File: src/rtl/core_ctrl_pkg.sv
// Shared types and constants for the RV32I multi-cycle control sequencer.
// Misalignment and byte-lane helpers are keyed on the access-width bits func3[1:0].
package core_ctrl_pkg;

  typedef enum logic [2:0] {
    ST_IDLE,
    ST_FETCH,
    ST_DECODE,
    ST_EXECUTE,
    ST_MEMORY,
    ST_WRITEBACK,
    ST_HALT
  } state_e;

  typedef enum logic [1:0] {
    TRAP_NONE      = 2'd0,
    TRAP_ILLEGAL   = 2'd1,
    TRAP_MISALIGN  = 2'd2,
    TRAP_FETCH_TMO = 2'd3
  } trap_e;

  localparam logic [6:0] OP_ALU_R  = 7'b0110011;
  localparam logic [6:0] OP_ALU_I  = 7'b0010011;
  localparam logic [6:0] OP_LOAD   = 7'b0000011;
  localparam logic [6:0] OP_STORE  = 7'b0100011;
  localparam logic [6:0] OP_SYSTEM = 7'b1110011;

  localparam logic [2:0] F3_B  = 3'b000;
  localparam logic [2:0] F3_H  = 3'b001;
  localparam logic [2:0] F3_W  = 3'b010;
  localparam logic [2:0] F3_BU = 3'b100;
  localparam logic [2:0] F3_HU = 3'b101;

  function automatic logic is_misaligned(input logic [1:0] width, input logic [1:0] lo);
    logic bad;
    bad = 1'b0;
    if (width == F3_W[1:0] && lo != 2'b00) bad = 1'b1;
    if (width == F3_H[1:0] && lo[0]) bad = 1'b1;
    return bad;
  endfunction

  // Unknown widths fall through to a full-word store.
  function automatic logic [3:0] store_lanes(input logic [1:0] width, input logic [1:0] lo);
    logic [3:0] lanes;
    if (width == F3_B[1:0]) lanes = 4'b0001 << lo;
    else if (width == F3_H[1:0]) lanes = 4'b0011 << lo;
    else lanes = 4'b1111;
    return lanes;
  endfunction

endpackage

File: src/rtl/core_ctrl_imm_gen.sv
// Immediate generator: sign-extended S-format for stores, I-format otherwise.
module imm_gen
  import core_ctrl_pkg::*;
(
  input  logic [31:0] ir_i,
  output logic [31:0] imm_o
);

  always_comb begin
    imm_o = {{20{ir_i[31]}}, ir_i[31:20]};
    if (ir_i[6:0] == OP_STORE) imm_o = {{20{ir_i[31]}}, ir_i[31:25], ir_i[11:7]};
  end

endmodule

File: src/rtl/core_ctrl_fsm.sv
// Multi-cycle fetch/decode/execute sequencer driving the RV32I datapath control strobes.
// state      | meaning
// IDLE       | stopped, waiting for run
// FETCH      | imem_req high, waiting on imem_ready (timeout -> HALT)
// DECODE     | opcode check; SYSTEM/illegal -> HALT
// EXECUTE    | ALU/address settle, alignment check for memory ops
// MEMORY     | store strobe, or first load-data cycle
// WRITEBACK  | register-file write strobe
// HALT       | terminal until reset
module core_ctrl_fsm
  import core_ctrl_pkg::*;
#(
  parameter logic [31:0] RESET_PC  = 32'h0000_0000,
  parameter logic [7:0]  FETCH_TMO = 8'd255
) (
  input  logic        clock,
  input  logic        reset,
  input  logic        run,
  output logic        imem_req,
  output logic [31:0] imem_addr,
  input  logic        imem_ready,
  input  logic [31:0] imem_rdata,
  input  logic [1:0]  mem_addr_lo,
  output logic        reg_write,
  output logic [4:0]  rd,
  output logic [4:0]  rs1,
  output logic [4:0]  rs2,
  output logic [6:0]  opcode,
  output logic [2:0]  func3,
  output logic [6:0]  func7,
  output logic [31:0] imm,
  output logic [3:0]  mem_write_enable,
  output logic        store_enable,
  output logic        load_enable,
  output logic [31:0] pc,
  output logic [31:0] retired,
  output logic        halted,
  output logic [1:0]  trap_cause
);

  state_e      state_q, state_d;
  logic [31:0] pc_q, pc_d;
  logic [31:0] retired_q, retired_d;
  logic [31:0] ir_q, ir_d;
  logic [7:0]  tmo_q, tmo_d;
  trap_e       trap_q, trap_d;
  logic        imem_req_q, imem_req_d;
  logic        reg_write_q, reg_write_d;
  logic        store_q, store_d;
  logic        load_q, load_d;
  logic [3:0]  wme_q, wme_d;
  logic        halted_q, halted_d;
  logic        retire;
  logic        is_load, is_store;

  assign is_load  = (ir_q[6:0] == OP_LOAD);
  assign is_store = (ir_q[6:0] == OP_STORE);

  imm_gen u_imm_gen (
    .ir_i  (ir_q),
    .imm_o (imm)
  );

  always_comb begin
    state_d   = state_q;
    pc_d      = pc_q;
    retired_d = retired_q;
    ir_d      = ir_q;
    tmo_d     = tmo_q;
    trap_d    = trap_q;
    wme_d     = wme_q;
    retire    = 1'b0;

    case (state_q)
      ST_IDLE: begin
        if (run) state_d = ST_FETCH;
      end
      ST_FETCH: begin
        if (imem_ready) begin
          ir_d    = imem_rdata;
          state_d = ST_DECODE;
        end else if (tmo_q <= 8'd1) begin
          state_d = ST_HALT;
          trap_d  = TRAP_FETCH_TMO;
        end else begin
          tmo_d = tmo_q - 8'd1;
        end
      end
      ST_DECODE: begin
        case (ir_q[6:0])
          OP_ALU_R, OP_ALU_I, OP_LOAD, OP_STORE: state_d = ST_EXECUTE;
          OP_SYSTEM: begin
            // SYSTEM halts cleanly and counts as retired, but the PC stays on it.
            state_d   = ST_HALT;
            trap_d    = TRAP_NONE;
            retired_d = retired_q + 32'd1;
          end
          default: begin
            state_d = ST_HALT;
            trap_d  = TRAP_ILLEGAL;
          end
        endcase
      end
      ST_EXECUTE: begin
        if (is_load || is_store) begin
          if (is_misaligned(ir_q[13:12], mem_addr_lo)) begin
            state_d = ST_HALT;
            trap_d  = TRAP_MISALIGN;
          end else begin
            state_d = ST_MEMORY;
            if (is_store) wme_d = store_lanes(ir_q[13:12], mem_addr_lo);
          end
        end else begin
          state_d = ST_WRITEBACK;
        end
      end
      ST_MEMORY: begin
        if (is_store) retire = 1'b1;
        else state_d = ST_WRITEBACK;
      end
      ST_WRITEBACK: retire = 1'b1;
      ST_HALT: state_d = ST_HALT;
      default: state_d = ST_IDLE;
    endcase

    if (retire) begin
      pc_d      = pc_q + 32'd4;
      retired_d = retired_q + 32'd1;
      state_d   = run ? ST_FETCH : ST_IDLE;
    end

    if (state_d == ST_FETCH && state_q != ST_FETCH) tmo_d = FETCH_TMO;
    if (state_d != ST_MEMORY) wme_d = 4'b0000;

    // Strobes are registered off the next state so they line up with their phase.
    imem_req_d  = (state_d == ST_FETCH);
    store_d     = (state_d == ST_MEMORY) && is_store;
    load_d      = (state_d == ST_MEMORY || state_d == ST_WRITEBACK) && is_load;
    reg_write_d = (state_d == ST_WRITEBACK) && (ir_q[11:7] != 5'd0);
    halted_d    = (state_d == ST_HALT);
  end

  always_ff @(posedge clock or negedge reset) begin
    if (!reset) begin
      state_q     <= ST_IDLE;
      pc_q        <= RESET_PC;
      retired_q   <= 32'd0;
      ir_q        <= 32'd0;
      tmo_q       <= 8'd0;
      trap_q      <= TRAP_NONE;
      imem_req_q  <= 1'b0;
      reg_write_q <= 1'b0;
      store_q     <= 1'b0;
      load_q      <= 1'b0;
      wme_q       <= 4'b0000;
      halted_q    <= 1'b0;
    end else begin
      state_q     <= state_d;
      pc_q        <= pc_d;
      retired_q   <= retired_d;
      ir_q        <= ir_d;
      tmo_q       <= tmo_d;
      trap_q      <= trap_d;
      imem_req_q  <= imem_req_d;
      reg_write_q <= reg_write_d;
      store_q     <= store_d;
      load_q      <= load_d;
      wme_q       <= wme_d;
      halted_q    <= halted_d;
    end
  end

  assign imem_req         = imem_req_q;
  assign imem_addr        = pc_q;
  assign pc               = pc_q;
  assign retired          = retired_q;
  assign reg_write        = reg_write_q;
  assign store_enable     = store_q;
  assign load_enable      = load_q;
  assign mem_write_enable = wme_q;
  assign halted           = halted_q;
  assign trap_cause       = trap_q;
  assign rd               = ir_q[11:7];
  assign rs1              = ir_q[19:15];
  assign rs2              = ir_q[24:20];
  assign opcode           = ir_q[6:0];
  assign func3            = ir_q[14:12];
  assign func7            = ir_q[31:25];

endmodule

File: config.mk
export PLATFORM = sky130hd
export DESIGN_NAME = core_ctrl_fsm
export DESIGN_NICKNAME = d
export VERILOG_FILES = /design/src/rtl/core_ctrl_pkg.sv /design/src/rtl/core_ctrl_imm_gen.sv /design/src/rtl/core_ctrl_fsm.sv
export SDC_FILE = /design/constraint.sdc
export NUM_CORES = 1
export LEC_CHECK = 0
export BUFFER_PORTS_ARGS = -buffer_cell sky130_fd_sc_hd__buf_2
export CORE_MARGIN = 1.5
export CORE_UTILIZATION = 28
export CTS_CLUSTER_DIAMETER = 150
export CTS_CLUSTER_SIZE = 24
export DETAILED_ROUTE_END_ITERATION = 8
export PLACE_DENSITY = 0.55
export SLEW_MARGIN = 25
export SYNTH_ARGS = -nofsm -noshare
export SYNTH_HDL_FRONTEND = slang
export SYNTH_HIERARCHICAL = 1
export SYNTH_SLANG_ARGS = --single-unit
File: constraint.sdc
create_clock -name clock -period 2.7 [get_ports clock]
set_clock_uncertainty 0.1 [all_clocks]
set_input_delay 0.135 -clock clock [delete_from_list [all_inputs] [get_ports clock]]
set_output_delay 0.135 -clock clock [all_outputs]
set_load 0.03 [all_outputs]
==> impl_results.md <==
* Status: complete, no violations
* CTS Buffer Depth at 2
* GPL Wtd Cong at 0.790
* Clock Sinks at 116
* Ports at roughly 210
* Overall routing resource usage at 13.1%
* Critical Path RT at 2.47 ns
* Post-route setup slack at 0.135 ns
* PortBufs at 204
* CP startpoint: ir_q[6]$_DFFE_PN0P_
* CTS buffer count at 17
* Critical Path End: imm[2]
* Synth top area cells: dfrtp_1 50%, buf_4 8.3%, mux2_2 7.4%, xnor2_1 5.6%, xor2_1 4.4%
* Hold Path Class: input port to async pin
* Max-Cap Viols at 0
* Pwr dens at 1070 mW/mm^2
* Worst skew pair latency at 0.41 ns
* Post-synthesis adder-cell area fraction at 1.72%
* Largest net degree at the start of global routing at just over 40
* Root Driver: clkbuf_16
* Top post-synthesis cells by count: 116 x dfrtp_1, 64 x buf_4, 38 x mux2_2, 38 x nand2_1, 37 x xnor2_1
* Leading area contributor after synthesis: dfrtp_1
* RSZ-0062 raised after global routing: false
* Initial core utilization at 28.7%
* Post-synth EDFFs at 0
* Relative slew margins at 62.3%
* Crit start category: flip-flop
* CP max FO at 9
* Async S/R FF share, synth at 100%
* #FFs+latches synth at 116
* Die height at 147 um
* Worst slew pin tran at 0.566 ns
* Fin. Hold Viols at 0
* Crit. End Element: output port
* Post-Synth XOR/XNOR Area at 9.94%
* Slew Limit Fails at 0
* Antenna Violating Nets Remaining at 0
* Final Util at 38.5%
* Area grow syn2layout at 34.3%
* Crit Path Class: flip-flop to output port
* DR vias at 4486
* Slowest stage cell, crit path: or4b_4
* Synth warnings at 6
* DP HPWL at 10000 um
* Post-Synth Simple-Gate Area at 16.0%
* Via density at 4.40
* Drt pass-1 iters at 4
* Vias in the first global route at 4351
* Nets at about 780
* Final wirelength at between 10000 and 15000 um
* Critical Path AT at 2.33 ns
* Most common cell in the netlist: dfrtp_1
* Avg Cell Area, Syn at 11.0 um^2
* Grt total ovfl at 0
* Setup slack, reg-to-reg at around 0.22 ns
* DRC Markers at 0
* First-pass GRT wire length at 22200 um
* Leakage at between 3 and 4 nW
* FP Rows at 52
* DIE WIDTH at 147 um
* Setup-failing EPs final at 0
* Worst Reg-to-Reg Cells at 8
* Distinct cells, synth at 52
* CTS tree: yes
* Complex-gate fraction of the synthesized area at 4.67%
* F_max at 390 MHz
* Post-route setup TNS at 0 ns
* Tmin final at 2.57 ns
* Crit Reg-Reg Startpoint: tmo_q[0]$_DFFE_PN0P_
* Register area share after synthesis at 49.9%
* Antenna violations before repair at 0
* Synth Cell Area at 0.00582 mm^2
* Max stage delay on crit path at 0.57 ns
* Inserted Diodes at 0
* Ys flop type: dfrtp_1
* Setup bufs post-CTS at 0
* CTS H-tree depth at 4
* RR Endpoint: tmo_q[0]$_DFFE_PN0P_
* Synth Instances at 530
* Layout fillers at approximately 2k
* Avg WL per Cell at between 10 and 15 um
* Clock-pin transition on the worst setup and hold timing paths at 0.06 ns
* Largest family of logic cells by synthesized area: simple AND/OR/NAND/NOR gates
* VDD IR max at ~0.8 mV
* Core outline area at 0.0203 mm^2
* Share of layout cells above drive strength 1 at roughly 41%
* Final period util at 95.0%
* Die Area at between 0.02 and 0.025 mm^2
* Yosys top cell area share at about 50%
* Worst slack, placed at 0.0686 ns
* Mux cell area share after synthesis at 7.70%
* 1st-iter DRT viols at 176
* Worst-path cell chain: or4b_4 -> nor3_4 -> mux2_2 -> buf_2
## worst max-delay path, delay by kind of cell (launching register included)
kind | cells | cell delay, ns
buffers and inverters | 1 | 0.18
AND/OR/NAND/NOR | 2 | 0.90
multiplexers | 1 | 0.38
flip-flops | 1 | 0.45
## timing repair
item | 4_1_cts | 5_1_grt
hold buffers | 35 | 0
hold endpoints to repair | 150 | 0
setup endpoints to repair | 0 | 8
resized for setup | 0 | 1
## stage by stage
step	instance area [um^2]	total power (W)	hold slack [ns]	cells
floorplan	5830	0.00522	-0.261	533
finish	7810	0.00835	0.0342	1019
detailed placement	6830	0.00593	-0.0734	952
global placement	6830	0.00591	-0.0733	952
global route	7810	0.00880	0.0536	1019
CTS	7810	0.00844	0.0280	1019
## sequential cells by signal, indices dropped and copies added (netlist names)
register          cells
halted                1
imem_addr            30
imem_req              1
ir_q                 32
load_enable           1
mem_write_enable      4
reg_write             1
retired              32
state_q               3
store_enable          1
tmo_q                 8
trap_cause            2
## layout make-up
type	count	area, um^2	area share, %
clock buffers	23	478	6.12
inverters	17	63.8	0.817
clock inverters	9	150	1.92
repair buffers	258	1530	19.6
flip-flops and latches	116	2900	37.2
well taps	270	338	4.32
multi-input cells	326	2350	30.1
## cells by family after synthesis
group                    count (synthesis)
AO/OA/AOI/OAI                           33
buffers and inverters                   91
flip-flops                             116
XOR/XNOR                                66
adder cells (fa/ha/maj)                  8
other                                    1
multiplexers                            40
AND/OR/NAND/NOR                        175
## power by group
part / internal [W] / switching, W / total [W]
clock network: 0.00161 / 0.000791 / 0.00240
logic: 0.00116 / 0.00222 / 0.00337
registers: 0.00213 / 0.000439 / 0.00257
## placed cells by master, fill, tap and decap left out, types with 2 or more instances in the layout
cell and n:
a21oi_1 4, a311oi_1 3, a31oi_1 3, and2_1 5, and3_1 15, and4_1 5, buf_2 203, buf_4 19
bufinv_16 4, clkbuf_1 3, clkbuf_16 17, clkbuf_8 3, clkinv_2 3, clkinvlp_4 2, conb_1 4, dfrtp_1 116
dlygate4sd3_1 35, ha_1 8, inv_1 17, mux2_2 38, mux2i_1 2, nand2_1 38, nand2b_1 3, nand3_1 21
nand4_1 10, nor2_1 29, nor2b_1 2, nor3_1 21, nor4_1 4, nor4b_1 2, o21ai_0 6, o32ai_1 3
or2_2 5, or3_1 4, or4_1 2, xnor2_1 37, xor2_1 29
## layer usage
layer / GRT usage (%) / wire, um / vias up
met5: 0 / 0 / -
met3: 3.26 / 696 / 22
met1: 16.9 / 6440 / 2149
li1: - / - / 2167
met4: 5.80 / 272 / 0
met2: 20.7 / 6460 / 148
## how the worst min path moves through the flow
stage                from                         endpoint  slack [ns]  depth (start not counted)
global route        reset        imem_addr[17]$_DFFE_PN0P_        0.05                          2
finish              reset        imem_addr[19]$_DFFE_PN0P_        0.03                          2
CTS                 reset  mem_write_enable[1]$_DFFE_PN0P_        0.03                          2
detailed placement  reset        imem_addr[19]$_DFFE_PN0P_       -0.07                          1
global placement    reset        imem_addr[19]$_DFFE_PN0P_       -0.07                          1
floorplan           reset                 halted$_DFF_PN0_       -0.26                          0
No activity file was read; power rests on OpenSTA's default activity.
